[config.mk]
export PLATFORM = sky130hd
export DESIGN_NAME = register_stream_reader
export DESIGN_NICKNAME = d
export VERILOG_FILES = /design/src/rtl/tensor_core_pkg.sv /design/src/rtl/stream_output_register.sv /design/src/rtl/register_stream_reader.sv
export SDC_FILE = /design/constraint.sdc
export NUM_CORES = 1
export LEC_CHECK = 0
export ABC_AREA = 1
export BUFFER_PORTS_ARGS = -buffer_cell sky130_fd_sc_hd__clkbuf_2
export CAP_MARGIN = 20
export CORE_AREA = 2 2 49 62
export CTS_CLUSTER_DIAMETER = 30
export DETAILED_ROUTE_END_ITERATION = 8
export DIE_AREA = 0 0 51 64
export MAX_ROUTING_LAYER = met4
export REMOVE_ABC_BUFFERS = 1
export SYNTH_ARGS = -nofsm -noshare
export SYNTH_HDL_FRONTEND = slang
export SYNTH_SLANG_ARGS = --single-unit
[constraint.sdc]
create_clock -name clock -period 1.5 [get_ports clock]
set_input_delay 0 -clock clock [delete_from_list [all_inputs] [get_ports clock]]
set_output_delay 0 -clock clock [all_outputs]
set_load 0.03 [all_outputs]
[src/rtl/tensor_core_pkg.sv]
// Shared state type and width helpers for the register stream reader.
package tensor_core_pkg;

  typedef enum logic [1:0] {
    StIdle,
    StRead,
    StDrain,
    StFinish
  } reader_state_e;

  localparam int unsigned DefaultNumberOfRegisters = 8;
  localparam int unsigned DefaultDataWidth         = 8;

  // A single-entry register file still needs one address bit.
  function automatic int unsigned reader_addr_width(input int unsigned number_of_registers);
    return (number_of_registers > 1) ? $clog2(number_of_registers) : 1;
  endfunction

  // One extra bit so a full-depth burst length is representable.
  function automatic int unsigned reader_count_width(input int unsigned number_of_registers);
    return reader_addr_width(number_of_registers) + 1;
  endfunction

endpackage

[src/rtl/stream_output_register.sv]
// Registered stream beat (data, last, valid) that holds its contents while the sink stalls.
module stream_output_register #(
  parameter int unsigned DATA_WIDTH = 8
) (
  input  logic                  clock,
  input  logic                  reset,
  input  logic                  load_i,
  input  logic [DATA_WIDTH-1:0] data_i,
  input  logic                  last_i,
  input  logic                  clear_i,
  output logic                  valid_o,
  output logic [DATA_WIDTH-1:0] data_o,
  output logic                  last_o
);

  logic                  valid_q;
  logic                  last_q;
  logic [DATA_WIDTH-1:0] data_q;

  always_ff @(posedge clock) begin
    if (reset) begin
      valid_q <= 1'b0;
      last_q  <= 1'b0;
      data_q  <= '0;
    end else if (load_i) begin
      valid_q <= 1'b1;
      last_q  <= last_i;
      data_q  <= data_i;
    end else if (clear_i) begin
      valid_q <= 1'b0;
      last_q  <= 1'b0;
    end
  end

  assign valid_o = valid_q;
  assign data_o  = data_q;
  assign last_o  = last_q;

endmodule

[src/rtl/register_stream_reader.sv]
// Reads a burst of consecutive registers (wrapping at the top) and emits them as a
// valid/ready stream with a last marker and a done pulse.
module register_stream_reader
  import tensor_core_pkg::*;
#(
  parameter int unsigned  NUMBER_OF_REGISTERS = DefaultNumberOfRegisters,
  parameter int unsigned  DATA_WIDTH          = DefaultDataWidth,
  localparam int unsigned AddrWidth           = reader_addr_width(NUMBER_OF_REGISTERS),
  localparam int unsigned CountWidth          = reader_count_width(NUMBER_OF_REGISTERS)
) (
  input  logic                  clock,
  input  logic                  reset,
  input  logic                  start,
  input  logic [AddrWidth-1:0]  start_address,
  input  logic [CountWidth-1:0] burst_length,
  output logic                  rf_enable,
  output logic [AddrWidth-1:0]  rf_address,
  input  logic [DATA_WIDTH-1:0] rf_read_data,
  output logic                  out_valid,
  input  logic                  out_ready,
  output logic [DATA_WIDTH-1:0] out_data,
  output logic                  out_last,
  output logic                  busy,
  output logic                  done
);

  reader_state_e         state_q, state_d;
  logic [AddrWidth-1:0]  addr_q, addr_d;
  logic [CountWidth-1:0] count_q, count_d;
  logic                  load;
  logic                  load_last;
  logic                  clear;

  always_ff @(posedge clock) begin
    if (reset) begin
      state_q <= StIdle;
      addr_q  <= '0;
      count_q <= '0;
    end else begin
      state_q <= state_d;
      addr_q  <= addr_d;
      count_q <= count_d;
    end
  end

  always_comb begin
    state_d   = state_q;
    addr_d    = addr_q;
    count_d   = count_q;
    rf_enable = 1'b0;
    load      = 1'b0;
    load_last = 1'b0;
    clear     = 1'b0;
    busy      = 1'b1;
    done      = 1'b0;

    unique case (state_q)
      StIdle: begin
        busy = 1'b0;
        if (start) begin
          if (burst_length != '0) begin
            addr_d  = start_address;
            count_d = burst_length;
            state_d = StRead;
          end else begin
            state_d = StFinish;
          end
        end
      end

      StRead: begin
        rf_enable = 1'b1;
        // Refill whenever the held beat is empty or leaving this edge.
        load      = !out_valid || out_ready;
        load_last = (count_q == CountWidth'(1));
        if (load) begin
          addr_d  = (addr_q == AddrWidth'(NUMBER_OF_REGISTERS - 1)) ? '0 : addr_q + 1'b1;
          count_d = count_q - 1'b1;
          if (load_last) begin
            state_d = StDrain;
          end
        end
      end

      StDrain: begin
        if (out_ready) begin
          clear   = 1'b1;
          state_d = StFinish;
        end
      end

      StFinish: begin
        done    = 1'b1;
        state_d = StIdle;
      end

      default: state_d = StIdle;
    endcase
  end

  assign rf_address = addr_q;

  stream_output_register #(
    .DATA_WIDTH(DATA_WIDTH)
  ) u_output_register (
    .clock  (clock),
    .reset  (reset),
    .load_i (load),
    .data_i (rf_read_data),
    .last_i (load_last),
    .clear_i(clear),
    .valid_o(out_valid),
    .data_o (out_data),
    .last_o (out_last)
  );

endmodule

; Word level (Yosys, flattened, before mapping)
; Index checks and enable logic that the tools add are counted.
[classes]
addsub = 2
multipliers = 0
n_div = 0
order_cmp = 0
n_eq_ne = 10
n_shift = 0
n_mux = 25
bitwise = 0
reduce_logical = 8
[ops]
columns = cell, count
row1 = 3-bit 2-to-1 mux, 4
row2 = 4-bit 2-to-1 mux, 3
row3 = 1-bit 2-to-1 mux, 10
row4 = 2-bit 2-to-1 mux, 5
row5 = "2-bit != test, second input constant", 5
row6 = 2-bit one-hot mux with 4 select lines, 1
row7 = 4-bit one-hot mux with 2 select lines, 1
row8 = 4-bit AND reduction, 2
row9 = 3-bit one-hot mux with 2 select lines, 1
row10 = "2-bit equality test, second input constant", 2
row11 = "4-bit by 1-bit equality test with 1-bit output, second input constant", 1
row12 = 2-bit nonzero test, 2
row13 = 4-bit nonzero test, 1
row14 = "4-bit by 1-bit subtractor with 4-bit output, second input constant", 1
row15 = "3-bit by 1-bit adder with 3-bit output, second input constant", 1
row16 = "3-bit equality test, second input constant", 1
row17 = "2-bit by 1-bit equality test with 1-bit output, second input constant", 1
row18 = 2-bit logical NOT, 1
row19 = 1-bit logical NOT, 1
row20 = 1-bit logical OR, 1
[word_totals]
regBits = 19
latchBits = 0
ram_bits = 0
romBits = 0
input_bits = 19
out_inout_bits = 16
elab_cells = 51
mem_count = 0

; Depth between registers and ports, before layout
[logic_depth]
ltp_word = 4
ltp_mapped = 9
ltp_nobuf = 9

; Cells and area by module
; From an unflattened synthesis, not the netlist that was laid out.
[hier_totals]
cells_unflattened = 152
hier_area_um2 = 1067.3
[modules_own_cells]
columns = module, n_inst, cells_per_inst, area_each_um2, seq_area_each_um2
row1 = register_stream_reader, 1, 107, 698.2, 180.2
row2 = stream_output_register, 1, 45, 369.1, 200.2

; Worst setup path after synthesis
; OpenSTA, ideal clock, no wires.
[synth_path]
kind = flip-flop to flip-flop
start = reg state_q[1]
end = reg count_q[2]
setup_time_ns = 0.117
t_arrival_ns = 1.500
t_required_ns = 1.383
setup_slack_ns = -0.117
stages_incl_launch_ff = 10
n_path_buf = 0
period_less_slack_ns = 1.617
cell_sequence = dfxtp_1 -> inv_1 -> ha_1 -> inv_2 -> nand2_2 -> nand3_2 -> nor2_4 -> nand2_1 -> nand2_1 -> a21oi_2
[synth_via]
elab_chain_cells = 3
elab_cells_between_ends = 8
classes_between = 4 x eq/ne / 1 x mux / 3 x reduce/logical
[synth_lines]
columns = element, line_no
row1 = "start, declared", register_stream_reader.sv:27  ; reader_state_e state_q, state_d;
row2 = "start signal, assigned", register_stream_reader.sv:36  ; state_q <= StIdle;
row3 = "start signal, assigned", register_stream_reader.sv:40  ; state_q <= state_d;
row4 = 2-bit by 1-bit equality test with 1-bit output / 2-bit logical NOT (equally long branches), register_stream_reader.sv:57  ; unique case (state_q)
row5 = 2-bit != test (no line) / 2-bit nonzero test (equally long branches), --
row6 = 4-bit AND reduction (no line), --
row7 = "end signal, assigned", register_stream_reader.sv:42  ; count_q <= count_d;
row8 = "end, declared", register_stream_reader.sv:29  ; logic [CountWidth-1:0] count_q, count_d;
; Several ways; a longest one is shown, not always the timed one.
; A chain may end at the register's enable or synchronous reset.

; Worst setup path after layout
[layout_path]
start = reg state_q[0]
end = reg count_q[2]
; The elaborated chain is that of the path after synthesis.

==> impl_metrics.json <==
{
  "hpwl_um": 1930,
  "dr.max_layer_used": "met4",
  "drive_gt1_frac": 0.328,
  "critPathRequiredTime_ns": 1.71,
  "drt_first_iter_violations": 12,
  "path_buf_inv": 2,
  "core_um2": 2650,
  "antenna_left": 0,
  "die_y_um": 64,
  "endpoint_kind": "flip-flop",
  "cp_data_arrival_time_ns": 1.57,
  "gp_congestion": 0.761,
  "wl_um": 2690,
  "synthTopCellsByArea": "dfxtp_1, nor2_1, ha_1, nand2_1, o21ai_0",
  "track_usage": 0.178,
  "clkPwrFrac": 0.093,
  "slowest_delay_ns": 0.37,
  "cp_max_fo": 4,
  "path_cells": "inv_4 -> ha_4 -> inv_1 -> nand2_2 -> nand3_4 -> nor2_4 -> nand2_1 -> nand2_1 -> a21oi_2",
  "post-route-period-util": 0.906,
  "cap_violations": 0,
  "final_nets": 224,
  "yosysUniqueCellTypes": 21,
  "max_freq_mhz": 736,
  "critPathKind": "reg2reg",
  "gr-total-overflow": 0,
  "timing.slew.headroom": 0.687,
  "cp-start-kind": "flip-flop",
  "remaining_drc_errors": 0,
  "synth_area_um2": 1030,
  "antenna_found_initial": 0,
  "dr_wl_met2_um": 1460,
  "cts_buffers": 3,
  "htreeDepth": 1,
  "synth_top_cell_area_share": 0.370,
  "p_seq_frac": 0.302,
  "avgSynthCellArea_um2": 7.14,
  "total_power_mw": 2.86,
  "wl_met3_um": 92,
  "route.vias.total": 1101,
  "m1WireLength_um": 1100,
  "swShare": 0.503,
  "ir_drop_v": 0.00128,
  "yosysSeqAreaShare": 0.370,
  "cts_buffer_depth": 2,
  "root_buffer": "clkbuf_4",
  "power_switching_mw": 1.44,
  "vias_per_cell": 4.81,
  "dr.pass1.iters": 4,
  "synth_top_cell_by_area": "dfxtp_1",
  "path_clk_slew_ns": 0.12,
  "synthCells": 144,
  "p_per_area_nw_per_um2": 1970,
  "clock-sinks": 19,
  "finalHoldViolCount": 0,
  "yosys_warnings": 0,
  "ys_seq_elements": 19,
  "n_antenna_cell": 0,
  "finalCriticalPeriod_ns": 1.36,
  "wire_per_inst_um": 11.8,
  "grt_max_degree": 18,
  "hp-class": "in2reg",
  "p_leak_nw": 0.735,
  "grt_pass1_wl_um": 4420,
  "slowest_stage": "dfxtp_2",
  "area_growth_pct": 41.5,
  "insertion_delay_ns": 0.30,
  "portBuffers": 34,
  "status": "finished, final reports clean",
  "critPathTopFamily": "simple AND/OR/NAND/NOR gates",
  "cts_tree": "built",
  "finalMaxSlewViolations": 0,
  "cell_internal_pwr_mw": 1.42,
  "initial_core_util": 0.388,
  "grt_pass1_vias": 1091,
  "postCtsSetupBuffers": 0,
  "die_width_um": 51,
  "critPathMostFrequentCell": "nand2_1",
  "die_area_um2": 3260,
  "hold_ws_ns": 0.0170,
  "setup_viol": 0,
  "tightestPinTransition_ns": 0.469,
  "rsz0062_at_grt": "false",
  "io_pins": 35,
  "finalClockSkew_ns": 0.00538,
  "fill_cells": 254,
  "placementRows": 21,
  "combPwrFrac": 0.605
}
-- synthesized netlist by cell type --
| master | number |
|---|---|
| o31ai_1 | 1 |
| inv_1 | 12 |
| o21ai_0 | 16 |
| nor2_4 | 1 |
| nand2_2 | 1 |
| inv_2 | 2 |
| o21ai_2 | 1 |
| a22oi_1 | 1 |
| a21oi_1 | 2 |
| nand2_1 | 27 |
| nor3_1 | 1 |
| or2_2 | 1 |
| dfxtp_1 | 19 |
| a21oi_4 | 1 |
| a21oi_2 | 2 |
| nor2_1 | 34 |
| buf_2 | 1 |
| ha_1 | 9 |
| nand3_1 | 9 |
| nand3_2 | 2 |
| buf_4 | 1 |
-- state kept, by name, indices dropped and copies added, names as in the netlist --
name / flops
count_q: 4
rf_address: 3
state_q: 2
u_output_register.data_o: 8
u_output_register.last_o: 1
u_output_register.valid_o: 1
-- power by group through the flow --
stage                     Clock [mW]  Sequential, mW  Combinational, mW
after floorplan                    0            1.09              0.863
after CTS                      0.279           0.846               1.59
after global placement             0           0.841               1.53
after global routing           0.297           0.893               1.92
after detailed placement           0           0.852               1.56
final                          0.266           0.865               1.73
-- cell usage in the layout, fill, tap and decap left out --
| master | count |
|---|---|
| nand3_2 | 3 |
| o21ai_2 | 1 |
| nor2_4 | 2 |
| nand2_1 | 27 |
| ha_4 | 2 |
| nor3_2 | 1 |
| o31ai_1 | 1 |
| inv_1 | 10 |
| dfxtp_1 | 17 |
| or2_2 | 1 |
| ha_1 | 7 |
| dfxtp_2 | 2 |
| nor2_2 | 1 |
| clkbuf_4 | 3 |
| a22oi_1 | 1 |
| a21oi_4 | 1 |
| clkbuf_2 | 34 |
| nand3_1 | 7 |
| o21ai_1 | 1 |
| inv_2 | 2 |
| nand2_2 | 1 |
| o21ai_0 | 15 |
| a21oi_2 | 2 |
| dlygate4sd3_1 | 10 |
| a21oi_1 | 2 |
| buf_4 | 4 |
| clkinv_2 | 1 |
| inv_4 | 2 |
| nor2_1 | 33 |
| nand3_4 | 1 |
-- worst paths after layout --
| path | from | end | slack [ns] | cells past startpoint |
|---|---|---|---|---|
| max | state_q[0] | count_q[2] | 0.14 | 9 |
| min | start_address[0] | rf_address[0] | 0.02 | 5 |
| max reg2reg | state_q[0] | count_q[2] | 0.14 | 9 |
| min reg2reg | count_q[3] | count_q[3] | 0.50 | 2 |
-- stage by stage --
step                      utilization  TNS (ns)  cells  area, um2  setup WS [ns]
after floorplan                     -     -2.72    142       1020         -0.215
after global placement          0.474         0    214       1260         0.0863
after detailed placement        0.474         0    214       1260         0.0347
after CTS                       0.523         0    228       1390         0.0121
after global routing            0.548         0    229       1460        0.00402
final                           0.548         0    229       1460          0.141
-- tightest hold or removal path: stages --
cell and delay, ns:
clkbuf_2 0.07, nand2_1 0.04, o31ai_1 0.06, nor2_1 0.04, nor2_1 0.07
-- final cells by class --
| cell class | instances | area [um2] | share of cell area |
|---|---|---|---|
| clock inverter | 1 | 5.00 | 0.00344 |
| timing repair buffer | 48 | 300 | 0.206 |
| tap | 34 | 42.5 | 0.0292 |
| inverter | 14 | 57.6 | 0.0396 |
| sequential | 19 | 383 | 0.263 |
| clock buffer | 3 | 22.5 | 0.0155 |
| multi-input combinational | 110 | 644 | 0.443 |
-- repair_timing --
action                     in CTS  in global routing
setup endpoints to repair       1                 14
pin swaps                       0                  2
hold buffers                   10                  0
hold endpoints to repair       10                  0
gates cloned                    0                  1
gates resized for setup         1                 16
-- cells by family (layout without fill, tap and decap cells) --
logic type	after synthesis	after routing	share of synthesized area
adders and majority gates	9	9	0.109
and+or+nand+nor	76	77	0.314
DFF	19	19	0.370
buffers and inverters	16	66	0.0633
AOI/OAI and AO/OA	24	24	0.144
-- layer usage --
layer | vias to the layer above | track usage
li1 | 567 | -
met1 | 500 | 0.187
met2 | 28 | 0.331
met3 | 6 | 0.0304
met4 | 0 | 0.0507
met5 | - | -
Note: power is estimated with default switching activity, not from simulation.
